==> src/rtl/b_wordline_fifo.sv <==
// Write-side word buffer feeding the B wordline memory stage.
// In-order valid/ready FIFO with show-ahead head word. The depth need not be a
// power of two, so the pointers wrap explicitly at DEPTH-1.

package mixedInclude_package;
    localparam int BSIZE      = 10;
    localparam int BSIZE_LOG2 = 4;
endpackage

module b_wordline_fifo
    import mixedInclude_package::*;
#(
    parameter int DEPTH  = BSIZE,
    parameter int PTR_W  = BSIZE_LOG2,
    parameter int DATA_W = 32
) (
    input  logic              clk,
    input  logic              rst,
    input  logic              flush,
    input  logic              push_valid,
    output logic              push_ready,
    input  logic [DATA_W-1:0] push_data,
    output logic              pop_valid,
    input  logic              pop_ready,
    output logic [DATA_W-1:0] pop_data,
    output logic [PTR_W:0]    count,
    output logic              full,
    output logic              empty,
    output logic              overflow_err
);

    localparam int CNT_W = PTR_W + 1;

    logic [DATA_W-1:0] r_mem [DEPTH];
    logic [PTR_W-1:0]  r_wr_ptr;
    logic [PTR_W-1:0]  r_rd_ptr;
    logic [CNT_W-1:0]  r_cnt;
    logic              r_overflow;

    logic w_push;
    logic w_pop;

    // Explicit wrap: pointer values DEPTH..2**PTR_W-1 are never produced.
    function automatic logic [PTR_W-1:0] f_next_ptr(input logic [PTR_W-1:0] p);
        if (p == PTR_W'(DEPTH - 1)) begin
            return '0;
        end
        return p + PTR_W'(1);
    endfunction

    // Status and handshake outputs depend only on registered state.
    assign full         = (r_cnt == CNT_W'(DEPTH));
    assign empty        = (r_cnt == '0);
    assign push_ready   = !full;
    assign pop_valid    = !empty;
    assign count        = r_cnt;
    assign overflow_err = r_overflow;
    assign pop_data     = r_mem[r_rd_ptr];

    // Flush (and reset) override both handshakes on the same edge.
    assign w_push = push_valid && push_ready && !flush && !rst;
    assign w_pop  = pop_valid  && pop_ready  && !flush && !rst;

    // Storage write; contents are intentionally left unreset.
    always_ff @(posedge clk) begin
        if (w_push) begin
            r_mem[r_wr_ptr] <= push_data;
        end
    end

    // Pointer and occupancy tracking; flush empties without touching storage.
    always_ff @(posedge clk) begin
        if (rst || flush) begin
            r_wr_ptr <= '0;
            r_rd_ptr <= '0;
            r_cnt    <= '0;
        end else begin
            if (w_push) begin
                r_wr_ptr <= f_next_ptr(r_wr_ptr);
            end
            if (w_pop) begin
                r_rd_ptr <= f_next_ptr(r_rd_ptr);
            end
            case ({w_push, w_pop})
                2'b10:   r_cnt <= r_cnt + CNT_W'(1);
                2'b01:   r_cnt <= r_cnt - CNT_W'(1);
                default: r_cnt <= r_cnt;
            endcase
        end
    end

    // Sticky overflow flag: a push attempt into a full buffer; survives flush.
    always_ff @(posedge clk) begin
        if (rst) begin
            r_overflow <= 1'b0;
        end else if (push_valid && full && !flush) begin
            r_overflow <= 1'b1;
        end
    end

    // Upstream must hold a stalled word until it is accepted.
    a_push_hold : assert property (@(posedge clk) disable iff (rst)
        (push_valid && !push_ready) |=> $stable(push_data));

    // The presented head word must not change while it waits to be taken.
    a_pop_hold : assert property (@(posedge clk) disable iff (rst)
        (pop_valid && !pop_ready && !flush) |=> $stable(pop_data));

endmodule

==> config.mk <==
export PLATFORM = sky130hd
export DESIGN_NAME = b_wordline_fifo
export DESIGN_NICKNAME = d
export VERILOG_FILES = /design/src/rtl/b_wordline_fifo.sv
export SDC_FILE = /design/constraint.sdc
export NUM_CORES = 1
export LEC_CHECK = 0
export CAP_MARGIN = 20
export CORE_UTILIZATION = 59
export CTS_CLUSTER_DIAMETER = 150
export DETAILED_ROUTE_END_ITERATION = 10
export GPL_TIMING_DRIVEN = 0
export PLACE_DENSITY = 0.85
export SYNTH_ARGS = -nofsm -noshare
export SYNTH_HDL_FRONTEND = slang
export SYNTH_SLANG_ARGS = --single-unit
==> constraint.sdc <==
create_clock -name clk -period 6.5 [get_ports clk]
set_clock_uncertainty 0.1 [all_clocks]
set_input_delay 0.65 -clock clk [delete_from_list [all_inputs] [get_ports clk]]
set_output_delay 0.65 -clock clk [all_outputs]
set_load 0.02 [all_outputs]
==> results of run 1 <==
cell families after synthesis:
| logic type | count (synthesis) | synth area share |
|---|---|---|
| adder cells (fa/ha/maj) | 4 | 0.00384 |
| flip-flops | 338 | 0.765 |
| multiplexers | 66 | 0.112 |
| XOR/XNOR | 6 | 0.00403 |
| AND/OR/NAND/NOR | 122 | 0.0498 |
| AO/OA/AOI/OAI | 89 | 0.0515 |
| buffers and inverters | 43 | 0.0136 |
state kept, by name, summed over array words and instances (netlist names), named ones only:
| register | flops |
|---|---|
| r_rd_ptr | 4 |
| overflow_err | 1 |
| count | 5 |
| r_mem | 320 |
| r_wr_ptr | 4 |
where the power goes:
group	switching (mW)	internal, mW
Clock	0.769	1.16
Sequential	0.00283	2.39
Combinational	0.0624	0.0468
Total	0.834	3.60
path summary, 6_finish.rpt:
| check | from | to | slack (ns) | cells after the start |
|---|---|---|---|---|
| worst max-delay path | flip-flop | pop_data[26] | 2.08 | 6 |
| worst min-delay path | r_wr_ptr[3] | r_wr_ptr[3] | 0.43 | 2 |
| worst max register to register | count[2] | count[4] | 3.23 | 12 |
| worst min register to register | r_wr_ptr[3] | r_wr_ptr[3] | 0.43 | 2 |
layout by cell type (no fill, tap or decap), types with 2 or more instances in the layout:
master / count
xor2_1: 4
buf_4: 5
nor2_4: 6
clkbuf_1: 36
a21oi_1: 6
buf_16: 2
buf_12: 4
or3_1: 4
nand3_1: 3
a22oi_1: 32
nor3_2: 3
nor3b_1: 2
dfxtp_1: 18
xnor2_1: 2
bufinv_16: 3
buf_6: 11
a31oi_1: 2
mux2i_1: 2
clkinv_2: 4
or4_1: 2
nand4b_1: 3
inv_1: 5
edfxtp_1: 320
o21ai_0: 3
clkbuf_16: 37
or2_2: 2
nand4_1: 2
ha_1: 4
nor2_1: 12
nor2b_1: 2
buf_2: 7
nand2b_1: 36
clkdlybuf4s50_1: 78
mux4_2: 64
nand2_1: 38
clkinv_1: 6
o211ai_1: 33
cell type report:
cell class | count | share of cell area
Sequential cell | 338 | 0.637
Multi-Input combinational cell | 287 | 0.189
Timing Repair Buffer | 100 | 0.0691
Clock buffer | 44 | 0.0615
Tap cell | 280 | 0.0224
Buffer | 38 | 0.0102
Clock inverter | 15 | 0.00952
Inverter | 5 | 0.00120
metrics by stage:
stage	std cells	hold slack [ns]	setup slack, ns
after floorplan	668	0.368	1.67
after global placement	1026	0.350	-1.88
after detailed placement	1047	0.406	2.60
after CTS	1106	0.420	2.12
after global routing	1107	0.455	1.97
final	1107	0.430	2.08
layer usage:
layer,vias to the layer above,wire (µm)
li1,3002,-
met1,3620,10400
met2,344,15000
met3,61,2030
met4,0,846
met5,-,0
tightest hold or removal path, delay by kind of cell (launching register included):
family | cells | cell delay, ns
compound gates | 1 | 0.06
simple gates | 1 | 0.07
flops | 1 | 0.34
==> metrics, run 1 <==
Crit-path slowest cell clkbuf_1; port bufs 78; Initial DRT Pass Iterations 5; initial DRC count 624; number of CTS-inserted buffers 34; Yosys top cell area share 0.737; Synth Area per Inst 19.5 µm²; f_max 226 MHz; P_leak 4.96 nW; period utilization 0.680; CP endpoint kind output pin; core area 21,800 µm²; Top cell by count, worst path clkbuf_1; wirelength, routed 28.3 mm; Critical Path AT 3.67 ns; Rows 54; Die X 151 µm; Mapped Nets 709; Post-synth EDFFs 320; min Tclk post-route 4.42 ns; Synth Instances 668; hpwl dp 17.0 mm; Die Y-Extent 151 µm; Post-synth top cells 320 x edfxtp_1, 64 x mux4_2, 38 x nand2_1; DP Area 14,500 µm²; setup TNS 0 ns; Syn. warnings 0; gpl congestion 0.807; cell taking the most area after synthesis edfxtp_1; Initial Util 0.599; final setup vio count 0; Filler cells 1,232; CP delay by family, top buffers and inverters; ys async rst share 0; Vias/cell 6.35; Die Area 22,700 µm²; CP Launch Type flip-flop; fin util 0.719; # diodes 0; CP Data Required Time 5.75 ns; Post-Synthesis Cell Area 13,000 µm²; Area Overhead vs Synth 20.0%; CTS tree done; DRC viols 0; Peak VDD IR 163 µV; post-CTS sizing 0; Sink Count 338; register area 9970 µm²; final hold viol count 0; CTS Buffer Depth 3; GR Overflow Total 0; Setup Fix Bufs, Post-CTS 0; Final Cell Area 15,600 µm²; Max Slew Vio Count 0; CTS root buf clkbuf_16; Avg WL per Cell 25.6 µm; overall global routing resource usage 0.261; num ports 79; Area contributors post-synth edfxtp_1 74%, mux4_2 11%, dfxtp_1 2.8%, o211ai_1 1.9%, a22oi_1 1.8%; CTS Hold Bufs 0; most used routing layer in global routing met2; initial antenna violation count 0; CP Max Fanout 10; worst-skew pair later-pin latency 0.50 ns; Worst Hold Class flip-flop to flip-flop; Yosys cell types 48; Buf+Inv Stages, Crit Path 4; Worst-Margin Slew 0.985 ns; first-pass GRT wire length 41.8 mm; clock-pin slew on the worst setup and hold paths 0.06 ns; RSZ-0062 raised after global routing false; antenna viol nets, final 0; Worst path max stage delay 0.63 ns; total chip power 4.43 mW; count leader, synth edfxtp_1; Seq/Total Area, Yosys 0.765; vias in the first global route 7,283; Top FF cell, synth edfxtp_1; Slew HR 0.340; Setup CP Type flip-flop to output pin; H-tree level count 2; largest net degree at the start of global routing 24; area taken by multi-input logic gates 2950 µm²; outcome finished, final reports clean; grt met3 use 0.0497; GR met1 Demand/Resource 0.320; fraction of layout cells with a size suffix above 1 0.191; Nets 845; Vias 7,027; Cell Chain, Critical Path clkbuf_1 > clkbuf_1 > clkbuf_1 > o211ai_1 > nand2_1 > clkdlybuf4s50_1; Max Cap Viol 0; pwr/cell area 283 nW/µm²; global routing usage on met2 0.454; #FFs+latches synth 338
Power figures use the tool's default switching activity.
==> run 2, diff against run 1 <==
--- a/config.mk
+++ b/config.mk
@@ -6,11 +6,11 @@
 export NUM_CORES = 1
 export LEC_CHECK = 0
 export CAP_MARGIN = 20
-export CORE_UTILIZATION = 59
+export CORE_UTILIZATION = 53
 export CTS_CLUSTER_DIAMETER = 150
 export DETAILED_ROUTE_END_ITERATION = 10
 export GPL_TIMING_DRIVEN = 0
-export PLACE_DENSITY = 0.85
+export PLACE_DENSITY = 0.81
 export SYNTH_ARGS = -nofsm -noshare
 export SYNTH_HDL_FRONTEND = slang
 export SYNTH_SLANG_ARGS = --single-unit
==> constraint.sdc (replaced) <==
create_clock -name clk -period 3.95 [get_ports clk]
set_clock_uncertainty 0.1 [all_clocks]
set_input_delay 0.395 -clock clk [delete_from_list [all_inputs] [get_ports clk]]
set_output_delay 0.395 -clock clk [all_outputs]
set_load 0.02 [all_outputs]
==> metrics, run 2 (same netlist as run 1, synthesis figures left out) <==
Die Y-Extent 159 µm; largest net degree at the start of global routing 26; worst-skew pair later-pin latency 0.50 ns; Worst Hold Class flip-flop to flip-flop; Nets 839; Die Area 25,200 µm²; number of CTS-inserted buffers 34; CP Launch Type flip-flop; Largest register FFs 320; wire length on met2 14.4 mm; clock-pin slew on the worst setup and hold paths 0.06 ns; Top Metal Used met4; final hold viol count 0; DP Area 14,600 µm²; pwr/cell area 461 nW/µm²; Max Slew Vio Count 0; commonest non-fill, non-tap cell in the layout edfxtp_1; outcome finished, final reports clean; Worst-Margin Slew 0.832 ns; RSZ-0062 raised after global routing false; CP Data Required Time 3.45 ns; # diodes 0; CTS root buf clkbuf_16; wirelength, routed 28.6 mm; Biggest register r_mem; antenna viol nets, final 0; num ports 79; vias in the first global route 7,185; hpwl dp 16.9 mm; Vias/cell 6.01; Avg WL per Cell 25.0 µm; CP Max Fanout 10; Setup CP Type flip-flop to output pin; f_max 262 MHz; most frequent cells in the layout 320 x edfxtp_1, 78 x clkdlybuf4s50_1, 64 x mux4_2; Max Cap Viol 0; first-pass GRT wire length 43.3 mm; Slew HR 0.445; CTS tree done; final setup vio count 0; initial DRC count 618; H-tree level count 2; min Tclk post-route 3.81 ns; total chip power 7.23 mW; Initial DRT Pass Iterations 5; GR Overflow Total 0; CP endpoint kind output pin; met1 wire length 11.1 mm; Die X 159 µm; gpl congestion 0.762; Peak VDD IR 291 µV; Cells after DPL 1,086; overall global routing resource usage 0.235; Sink Count 338; DR WL met3 2.26 mm; DRC viols 0; initial antenna violation count 0; Vias 6,874; core area 24,200 µm²; port bufs 78; Rows 57; Critical Path AT 3.31 ns; fraction of layout cells with a size suffix above 1 0.184; Non-Filler Instances 1,143; Area Overhead vs Synth 20.3%; P_leak 4.91 nW; Final Cell Area 15,700 µm²; period utilization 0.964; CTS Hold Bufs 0; Initial Util 0.537; setup TNS 0 ns; CTS Buffer Depth 3
-- run 2: cell types whose count changed in the layout (fill, tap and decap cells not counted), moves of 2 or more --
| cell | previous run | this run |
|---|---|---|
| buf_16 | 2 | 4 |
| clkbuf_1 | 36 | 33 |
| nor3_2 | 3 | 1 |
| buf_12 | 4 | 6 |
| inv_6 | 0 | 3 |
| buf_4 | 5 | 0 |
| buf_6 | 11 | 5 |
| clkbuf_16 | 37 | 35 |
| clkinv_2 | 4 | 2 |
| clkinv_1 | 6 | 8 |
| nor3_4 | 0 | 2 |
-- run 2: stage by stage --
stage                util  hold WS (ns)  worst slack, ns
finish              0.647         0.363            0.140
global route        0.647         0.417          0.00182
CTS                 0.647         0.369           0.0801
detailed placement  0.603         0.356            0.415
global placement    0.587         0.353            -2.28
floorplan               -         0.367            0.156
-- run 2: worst paths after layout --
| check | startpoint | end | slack, ns | cells past startpoint |
|---|---|---|---|---|
| worst max-delay path | flip-flop | pop_data[20] | 0.14 | 6 |
| worst min-delay path | overflow_err | overflow_err | 0.36 | 2 |
| worst max register to register | count[1] | count[4] | 0.75 | 11 |
| worst min register to register | overflow_err | overflow_err | 0.36 | 2 |
-- run 2: critical path, stage by stage (launching register included) --
cell and delay (ns):
dfxtp_1 0.34, clkbuf_1 0.48, clkbuf_1 0.48, clkbuf_1 0.54
o211ai_1 0.19, nand2_1 0.16, clkdlybuf4s50_1 0.61
-- run 2: final cells by class --
cell class	instances	area, µm²
flip-flops and latches	338	9970
repair buffers	94	1090
inverters	5	18.8
clock inverters	17	164
plain buffers	38	160
clock buffers	40	905
fillers	1583	8570
well taps	324	405
multi-input cells	287	2970
-- run 2: power breakdown --
group          switching (mW)  internal (mW)  total, mW
clock                    1.27           1.83       3.10
sequential            0.00451           3.93       3.94
combinational           0.107         0.0789      0.186
total                    1.38           5.84       7.23
-- run 2: what timing repair did --
item	in CTS	in global routing
setup buffers	0	0
setup endpoints to repair	0	1
gates resized for setup	0	2
-- run 2: layer usage --
| metal | vias up | GRT usage |
|---|---|---|
| li1 | 2995 | - |
| met1 | 3497 | 0.316 |
| met2 | 325 | 0.391 |
| met3 | 57 | 0.0374 |
| met4 | 0 | 0.0861 |
| met5 | - | 0 |
==> run 3, diff against run 2 <==
--- a/config.mk
+++ b/config.mk
@@ -5,6 +5,7 @@
 export SDC_FILE = /design/constraint.sdc
 export NUM_CORES = 1
 export LEC_CHECK = 0
+export ABC_CLOCK_PERIOD_IN_PS = 3950
 export CAP_MARGIN = 20
 export CORE_UTILIZATION = 53
 export CTS_CLUSTER_DIAMETER = 150
==> results of run 3 <==
Same layout as run 2: the final DEF is identical, and so are final timing and power.
